**src/rtl/fp_pkg.sv**
```systemverilog
// Shared types and constants for the FP32 adder pipeline.
// Provides the raw IEEE-754 single layout, the per-operand class enum,
// and the registered payload carried from the unpack stage to the align stage.
package fp_pkg;

  localparam int          EXP_W    = 8;
  localparam int          MANT_W   = 23;
  localparam int          EXP_BIAS = 127;
  localparam logic [7:0]  EXP_MAX  = 8'hFF;

  // Raw IEEE-754 single-precision layout, MSB first.
  typedef struct packed {
    logic              sign;
    logic [EXP_W-1:0]  exp;
    logic [MANT_W-1:0] mant;
  } fp32_t;

  // NORMAL is encoded as 0 so a cleared payload decodes to "no flag set".
  typedef enum logic [2:0] {
    NORMAL = 3'd0,
    ZERO   = 3'd1,
    SUB    = 3'd2,
    INF    = 3'd3,
    NAN    = 3'd4
  } fp_class_t;

  // One unpacked operand as registered by the entry stage.
  typedef struct packed {
    logic              sign;
    logic [EXP_W-1:0]  exp;
    logic [MANT_W-1:0] mant;
    logic              hidden;
    fp_class_t         cls;
  } unpacked_t;

  // One buffer entry: both operands plus the magnitude compare.
  typedef struct packed {
    unpacked_t a;
    unpacked_t b;
    logic      age_b;
  } pair_t;

endpackage

```
**src/rtl/fp_classify.sv**
```systemverilog
// Combinational unpack/classify of one IEEE-754 single operand.
// Ports:
//   i_op   in  32  raw operand
//   o_unp  out     sign, raw biased exponent, fraction (hidden bit excluded),
//                  hidden bit, and class (NORMAL/ZERO/SUB/INF/NAN)
// With FLUSH_SUBNORMAL=1 a subnormal is reported as a signed zero: fraction
// forced to 0 and class ZERO; the exponent is already 0 in that case.
module fp_classify
  import fp_pkg::*;
#(
  parameter bit FLUSH_SUBNORMAL = 1'b0
) (
  input  logic [31:0] i_op,
  output unpacked_t   o_unp
);

  fp32_t w_op;
  logic  w_exp_max;
  logic  w_exp_zero;
  logic  w_mant_zero;
  logic  w_flush;

  assign w_op        = i_op;
  assign w_exp_max   = (w_op.exp == EXP_MAX);
  assign w_exp_zero  = (w_op.exp == '0);
  assign w_mant_zero = (w_op.mant == '0);
  assign w_flush     = FLUSH_SUBNORMAL && w_exp_zero && !w_mant_zero;

  always_comb begin
    // NOTE: every output of a combinational block gets a default first so
    // no path through the if-chain can leave it unassigned (latch).
    o_unp        = '0;
    o_unp.sign   = w_op.sign;
    o_unp.exp    = w_op.exp;
    o_unp.mant   = w_flush ? '0 : w_op.mant;
    o_unp.hidden = !w_exp_max && !w_exp_zero;
    o_unp.cls    = NORMAL;
    if (w_exp_max) begin
      o_unp.cls = w_mant_zero ? INF : NAN;
    end else if (w_exp_zero) begin
      o_unp.cls = (w_mant_zero || FLUSH_SUBNORMAL) ? ZERO : SUB;
    end
  end

endmodule

```
**src/rtl/fp_unpack_stage.sv**
```systemverilog
// Registered operand-entry stage of the FP32 adder pipeline.
// Splits A and B into sign/exponent/fraction, classifies each, computes
// |A| >= |B|, and hands the result to the align stage through a 2-entry
// skid buffer (main register drives the outputs, skid catches one extra pair).
// Ports:
//   clk, reset                 clock, synchronous active-high reset
//   in_valid/in_ready          operand pair handshake (in_ready is registered)
//   A, B                       raw IEEE-754 singles
//   out_valid/out_ready        unpacked pair handshake
//   signX, exponentX,
//   mantissaX, hiddenX         unpacked fields per operand
//   Xinf, XNaN, Xsub, Xzero    class flags, at most one set per operand
//   AgeB                       A[30:0] >= B[30:0] (flushed subnormals count as 0)
module fp_unpack_stage
  import fp_pkg::*;
#(
  parameter bit FLUSH_SUBNORMAL = 1'b0
) (
  input  logic        clk,
  input  logic        reset,
  input  logic        in_valid,
  output logic        in_ready,
  input  logic [31:0] A,
  input  logic [31:0] B,
  output logic        out_valid,
  input  logic        out_ready,
  output logic        signA,
  output logic        signB,
  output logic [7:0]  exponentA,
  output logic [7:0]  exponentB,
  output logic [22:0] mantissaA,
  output logic [22:0] mantissaB,
  output logic        hiddenA,
  output logic        hiddenB,
  output logic        Ainf,
  output logic        Binf,
  output logic        ANaN,
  output logic        BNaN,
  output logic        Asub,
  output logic        Bsub,
  output logic        Azero,
  output logic        Bzero,
  output logic        AgeB
);

  unpacked_t w_a;
  unpacked_t w_b;
  pair_t     w_in_pair;
  logic      w_accept;
  logic      w_drain;

  pair_t     r_main;
  pair_t     r_skid;
  logic      r_main_valid;
  logic      r_skid_valid;

  fp_classify #(.FLUSH_SUBNORMAL(FLUSH_SUBNORMAL)) u_cls_a (
    .i_op  (A),
    .o_unp (w_a)
  );

  fp_classify #(.FLUSH_SUBNORMAL(FLUSH_SUBNORMAL)) u_cls_b (
    .i_op  (B),
    .o_unp (w_b)
  );

  // The classifier already zeroes a flushed fraction, so comparing the
  // unpacked {exp, mant} equals A[30:0] >= B[30:0] without flush and treats
  // a flushed subnormal as 0 with it.
  assign w_in_pair.a     = w_a;
  assign w_in_pair.b     = w_b;
  assign w_in_pair.age_b = ({w_a.exp, w_a.mant} >= {w_b.exp, w_b.mant});

  // in_ready depends only on the skid register, never on out_ready.
  assign in_ready = !r_skid_valid;
  assign w_accept = in_valid && !r_skid_valid;
  assign w_drain  = r_main_valid && out_ready;

  always_ff @(posedge clk) begin
    // NOTE: state registers use non-blocking assignments so every register
    // samples the pre-edge values, independent of statement order.
    if (reset) begin
      r_main_valid <= 1'b0;
      r_skid_valid <= 1'b0;
      r_main       <= '0;
    end else if (r_skid_valid) begin
      // Full: nothing is accepted; a drain promotes the skid entry.
      if (w_drain) begin
        r_main       <= r_skid;
        r_skid_valid <= 1'b0;
      end
    end else if (w_accept) begin
      if (!r_main_valid || w_drain) begin
        r_main       <= w_in_pair;
        r_main_valid <= 1'b1;
      end else begin
        r_skid_valid <= 1'b1;
      end
    end else if (w_drain) begin
      r_main_valid <= 1'b0;
    end
  end

  // NOTE: skid data is not reset; it is only ever read while r_skid_valid
  // is set, and that flag is reset.
  always_ff @(posedge clk) begin
    if (w_accept && r_main_valid && !w_drain) begin
      r_skid <= w_in_pair;
    end
  end

  assign out_valid = r_main_valid;

  assign signA     = r_main.a.sign;
  assign signB     = r_main.b.sign;
  assign exponentA = r_main.a.exp;
  assign exponentB = r_main.b.exp;
  assign mantissaA = r_main.a.mant;
  assign mantissaB = r_main.b.mant;
  assign hiddenA   = r_main.a.hidden;
  assign hiddenB   = r_main.b.hidden;
  assign AgeB      = r_main.age_b;

  assign Ainf  = (r_main.a.cls == INF);
  assign Binf  = (r_main.b.cls == INF);
  assign ANaN  = (r_main.a.cls == NAN);
  assign BNaN  = (r_main.b.cls == NAN);
  assign Asub  = (r_main.a.cls == SUB);
  assign Bsub  = (r_main.b.cls == SUB);
  assign Azero = (r_main.a.cls == ZERO);
  assign Bzero = (r_main.b.cls == ZERO);

endmodule

```
**config.mk**
```make
export PLATFORM = sky130hd
export DESIGN_NAME = fp_unpack_stage
export DESIGN_NICKNAME = d
export VERILOG_FILES = /design/src/rtl/fp_pkg.sv /design/src/rtl/fp_classify.sv /design/src/rtl/fp_unpack_stage.sv
export SDC_FILE = /design/constraint.sdc
export NUM_CORES = 1
export LEC_CHECK = 0
export ABC_AREA = 1
export CAP_MARGIN = 5
export CORE_MARGIN = 8
export CORE_UTILIZATION = 52
export CTS_CLUSTER_SIZE = 24
export DETAILED_ROUTE_END_ITERATION = 6
export PLACE_DENSITY = 0.86
export REMOVE_ABC_BUFFERS = 1
export SKIP_LAST_GASP = 1
export SYNTH_ARGS = -nofsm -noshare
export SYNTH_HDL_FRONTEND = slang
export SYNTH_SLANG_ARGS = --single-unit
```
**constraint.sdc**
```tcl
create_clock -name clk -period 9.5 [get_ports clk]
set_clock_uncertainty 0.15 [all_clocks]
set_input_delay 1.425 -clock clk [delete_from_list [all_inputs] [get_ports clk]]
set_output_delay 1.425 -clock clk [all_outputs]
set_load 0.02 [all_outputs]
```
Word-level counts from Yosys, hierarchy flattened. Cells that the tools add are included.

Logic and storage cells: 80. Output and inout port bits: 77. Bits in registers: 148. Bits of input ports: 68.

Order comparisons: 1. Reductions and logical operators: 23. Bitwise operators: 1. Equal/unequal tests: 12. Mux-type cells: 19.

Operators with widths (number): $mux 73 (4); $logic_not 23->1 (2); $ge 31x31->1 (1); $mux 3 (6); $eq 8x8->1 const B (2); $logic_not 8->1 (2); $eq 3x2->1 const B (4); $logic_not 1->1 (7); $mux 1 (7); $eq 3x1->1 const B (2); $eq 3x3->1 const B (2); $logic_and 1x1->1 (6); $reduce_and 3->1 (2); $reduce_bool 2->1 (3); $mux 2 (2); $ne 2x1->1 const B (1); $ne 2x2->1 const B (1); $logic_or 1x1->1 (1); $not 1->1 (1).

Logic depth before layout (Yosys ltp).
Depth in word-level cells: 7. Depth in mapped cells: 12. Mapped depth without buffers: 12.

Hierarchy. A second synthesis with hierarchy kept.

Cell total of the unflattened synthesis: 876. Area, all modules: 7578.5 µm².

Modules (own cells, without submodules): fp_unpack_stage (instances 1, seq. area each 3693.5 µm², cells an instance 729, area each 6723.9 µm²); fp_classify at u_cls_b (instances 1, seq. area each 0.0 µm², cells an instance 76, area each 436.7 µm²); fp_classify at u_cls_a (instances 1, seq. area each 0.0 µm², cells an instance 71, area each 417.9 µm²).

Worst setup path after synthesis. Ideal clock, no wire load.

Kind: input-to-reg. From: in out_ready. To: reg r_skid[0] in the netlist's numbering, enable pin. Setup time: 596 ps. Path slack: 2042 ps. Data required time: 8754 ps. Stages on the path: 3. Arrival: 6712 ps. Path buffers: 0. Cells stage by stage: nor2_1 -> inv_1 -> nor3_1.

Word-level cells in the longest chain between the ends: 3.

Ends and longest elaborated chain: start: declaration (line fp_unpack_stage.sv:26) `input logic out_ready,`; $logic_and 1x1->1 (line fp_unpack_stage.sv:77) `assign w_drain = r_main_valid && out_ready;`; $logic_not 1->1 (line fp_unpack_stage.sv:107) `if (w_accept && r_main_valid && !w_drain) begin`; $logic_and 1x1->1 (line fp_unpack_stage.sv:107); end signal: assignment (line fp_unpack_stage.sv:108) `r_skid <= w_in_pair;`; end: declaration (line fp_unpack_stage.sv:53) `pair_t r_skid;`.

No other way between the ends. A chain may end at the register's enable or synchronous reset.

Worst setup path after layout.
From: reg r_skid_valid. To: out in_ready.

Word-level cells in the longest chain between the ends: 1.

Ends and longest elaborated chain: start: declaration (line fp_unpack_stage.sv:55) `logic r_skid_valid;`; start signal: assignment (line fp_unpack_stage.sv:84) `r_skid_valid <= 1'b0;`; start signal: assignment (line fp_unpack_stage.sv:90) `r_skid_valid <= 1'b0;`; start signal: assignment (line fp_unpack_stage.sv:97) `r_skid_valid <= 1'b1;`; $logic_not 1->1 (line fp_unpack_stage.sv:75) `assign in_ready = !r_skid_valid;`; end: declaration (line fp_unpack_stage.sv:22) `output logic in_ready,`.

No other way between the ends.

==> out/qor_table.md <==
| Parameter | This run | Unit |
|---|---|---|
| Run status | complete, no violations | - |
| Required time of the critical path | 7930 | ps |
| Top sig layer | met4 | - |
| Hold_buf cts | 0 | - |
| Number of hold-slack violations in the final timing report | 0 | - |
| Initial antenna violation count | 0 | - |
| Htree depth | 4 | - |
| Total cell area at the placement stage | 0.008115 | mm^2 |
| Top post-synthesis cells by area | edfxtp_1, dfxtp_1, nand2_1 | - |
| Arrival time at the worst endpoint | 2040 | ps |
| Total Negative Setup Slacks | 0 | ps |
| Final routed wire length divided by cell count | 16.22 | um |
| Number of setup violations in the final report | 0 | - |
| Die Height | 132.8 | um |
| Buffer depth of the longest clock path | 2 | - |
| Worst hold path startpoint | mantissaB[14] | - |
| Actual transition at the worst max-transition pin | 1139 | ps |
| Final Critical Period | 3618 | ps |
| Worst rel slew slack | 0.2397 | - |
| Sum of met2 wire segment lengths after detailed routing | 8096 | um |
| Count of clock tree sinks | 148 | - |
| Final Cycle Share | 0.3808 | - |
| Post-detailed-route via-to-cell ratio | 5.307 | - |
| Met3 wirelength from detailed routing | 1214 | um |
| Initial core utilization | 0.5339 | - |
| Area of the mapped netlist | 0.007098 | mm^2 |
| Total gr overflow | 0 | - |
| Commonest non-fill, non-tap cell in the layout | nand2_1 | - |
| Number of synthesis warnings | 0 | - |
| Worst hold slack | 372.9 | ps |
| Leading area contributor after synthesis | edfxtp_1 | - |
| CTS clock-pin slew for the worst setup and hold paths | 60 | ps |
| Drt initial violations | 451 | - |
| Maximum fanout count along the critical path | 39 | - |
| Synth Area per Inst | 8.895 | um^2 |
| Fraction of layout cells with a size suffix above 1 | 0.05017 | - |
| Final core utilization | 0.6542 | - |
| Count of buffers inserted at the top-level ports | 144 | - |
| Post-synth top area share | 0.3088 | - |
| Critical path type | reg -> out | - |
| CTS root buf | clkbuf_16 | - |
| Most frequent cells in the layout | nand2_1, clkdlybuf4s50_1, dfxtp_1 | - |
| I/O pin total | 145 | - |
| Startpoint kind of the worst setup timing path | flop | - |
| Wire length reported by the detailed router | 17,080 | um |
| Met1 layer wirelength in the final routing | 7485 | um |
| Worst setup path startpoint | r_skid_valid | - |
| Kind of end point of the critical path | output port | - |
| Global-route total usage across every layer | 0.1962 | - |
| Seq/Total Area, Yosys | 0.5204 | - |
| Launch instance of the worst register-to-register path | r_skid_valid | - |
| 1st-pass router iterations | 5 | - |
| Number of max-cap violations | 0 | - |
| Post-route cell area | 0.008697 | mm^2 |
| Fmax | 0.2764 | GHz |
| Number of synthesized register bits | 148 | - |
| Pin count of the biggest net entering global routing | 79 | - |
| Final Net Count | 963 | - |
| Clock latency of the later-clocked register in the worst-skew pair | 420 | ps |
| Final max-slew violation count | 0 | - |
| HPWL after DPL | 11,580 | um |
| Count of antenna-violating nets left after detailed routing | 0 | - |
| Count of buffers added by post-CTS timing repair for setup | 0 | - |
| Vias after detailed routing | 5,588 | - |
| Die X | 132.8 | um |
| ANT cells | 0 | - |
| Synthesized instance count | 798 | - |
| IR drop worst, VDD | 0.0001226 | V |
| Die ar. | 0.01765 | mm^2 |
| Placer's final routability congestion estimate | 0.7719 | - |
| Number of global-route vias before repair | 5,532 | - |
| Number of distinct standard cells referenced by the synthesized netlist | 28 | - |
| Power density cells | 187.9 | mW/mm^2 |
| TritonCTS Buffers | 17 | - |
| Setup repair after global routing missed its margin | no | - |
| CTS tree | built | - |
| P_leak | 0.003466 | uW |
| Post-synthesis to final-layout area growth | 22.53 | % |
| Global-route wire length before repair | 28,120 | um |
| Area of the core | 0.01330 | mm^2 |
| Number of remaining DRC errors | 0 | - |
| Placement Rows | 42 | - |
| Resized Gates After CTS | 0 | - |
| Path type of the worst min-delay path | reg -> reg | - |
synth_stat cells:
master and number:
nand2_1 198, dfxtp_1 75, edfxtp_1 73, a31oi_1 64, buf_4 64, inv_1 61, o21ai_0 56, nor2_1 49
ha_1 31, a21oi_1 29, o21ai_1 20, clkbuf_1 19, nand4_1 11, buf_2 10, nor3_1 9, nand3_1 8
buf_6 7, a21o_1 2, buf_1 2, nand3b_1 2, a21oi_2 1, and2_1 1, inv_2 1, nor2_2 1
nor2_4 1, nor4_2 1, o21a_1 1, or2_2 1
final cells by class:
cell class / count / area [um^2]
timing repair buffer: 149 / 1479
tap: 176 / 220.2
clock inverter: 10 / 107.6
inverter: 62 / 232.7
fill: 1073 / 4598
clock buffer: 22 / 474.2
sequential: 148 / 3695
multi-input combinational: 486 / 2489
metal layers:
| layer | global-route usage | vias up |
|---|---|---|
| li1 | - | 2779 |
| met3 | 0.05905 | 22 |
| met1 | 0.2371 | 2616 |
| met4 | 0.06940 | 0 |
| met2 | 0.3242 | 171 |
| met5 | 0 | - |
stage by stage:
stage,instances,power (uW),worst slack (ps)
after floorplan,696,866.7,2042
final,1053,1635,5882
after global placement,1021,990.5,5882
after CTS,1053,1650,5894
after detailed placement,1021,996.7,5853
after global routing,1053,1703,5801
path summary, 6_finish.rpt:
| check | to | cells past startpoint | slack (ps) |
|---|---|---|---|
| min | mantissaB[14] | 2 | 370 |
| min reg2reg | mantissaB[14] | 2 | 370 |
| max | in_ready | 2 | 5880 |
| max reg2reg | hiddenA | 7 | 6990 |
cell families after synthesis:
logic type | after synthesis | synth area share
simple gates | 282 | 0.1604
fa+ha+maj | 31 | 0.05464
buf+inv | 164 | 0.1297
flops | 148 | 0.5204
compound gates | 173 | 0.1348
flip-flops by register name, summed over array words and instances, names as in the netlist:
signal and cells:
r_skid 73, mantissaA 23, mantissaB 23, exponentA 8
exponentB 8, r_main 6, AgeB 1, hiddenA 1
hiddenB 1, out_valid 1, r_skid_valid 1, signA 1
signB 1
power breakdown:
group	switching [uW]	leakage, uW	internal (uW)
sequential	18.1	0.00129	707
combinational	146	0.00189	112
clock	246	0.000283	405
worst max-delay path: stages, from the launching register on:
cell and delay (ps):
dfxtp_2 320, inv_2 540, clkdlybuf4s50_1 740
Note: power is estimated with default switching activity, not from simulation.
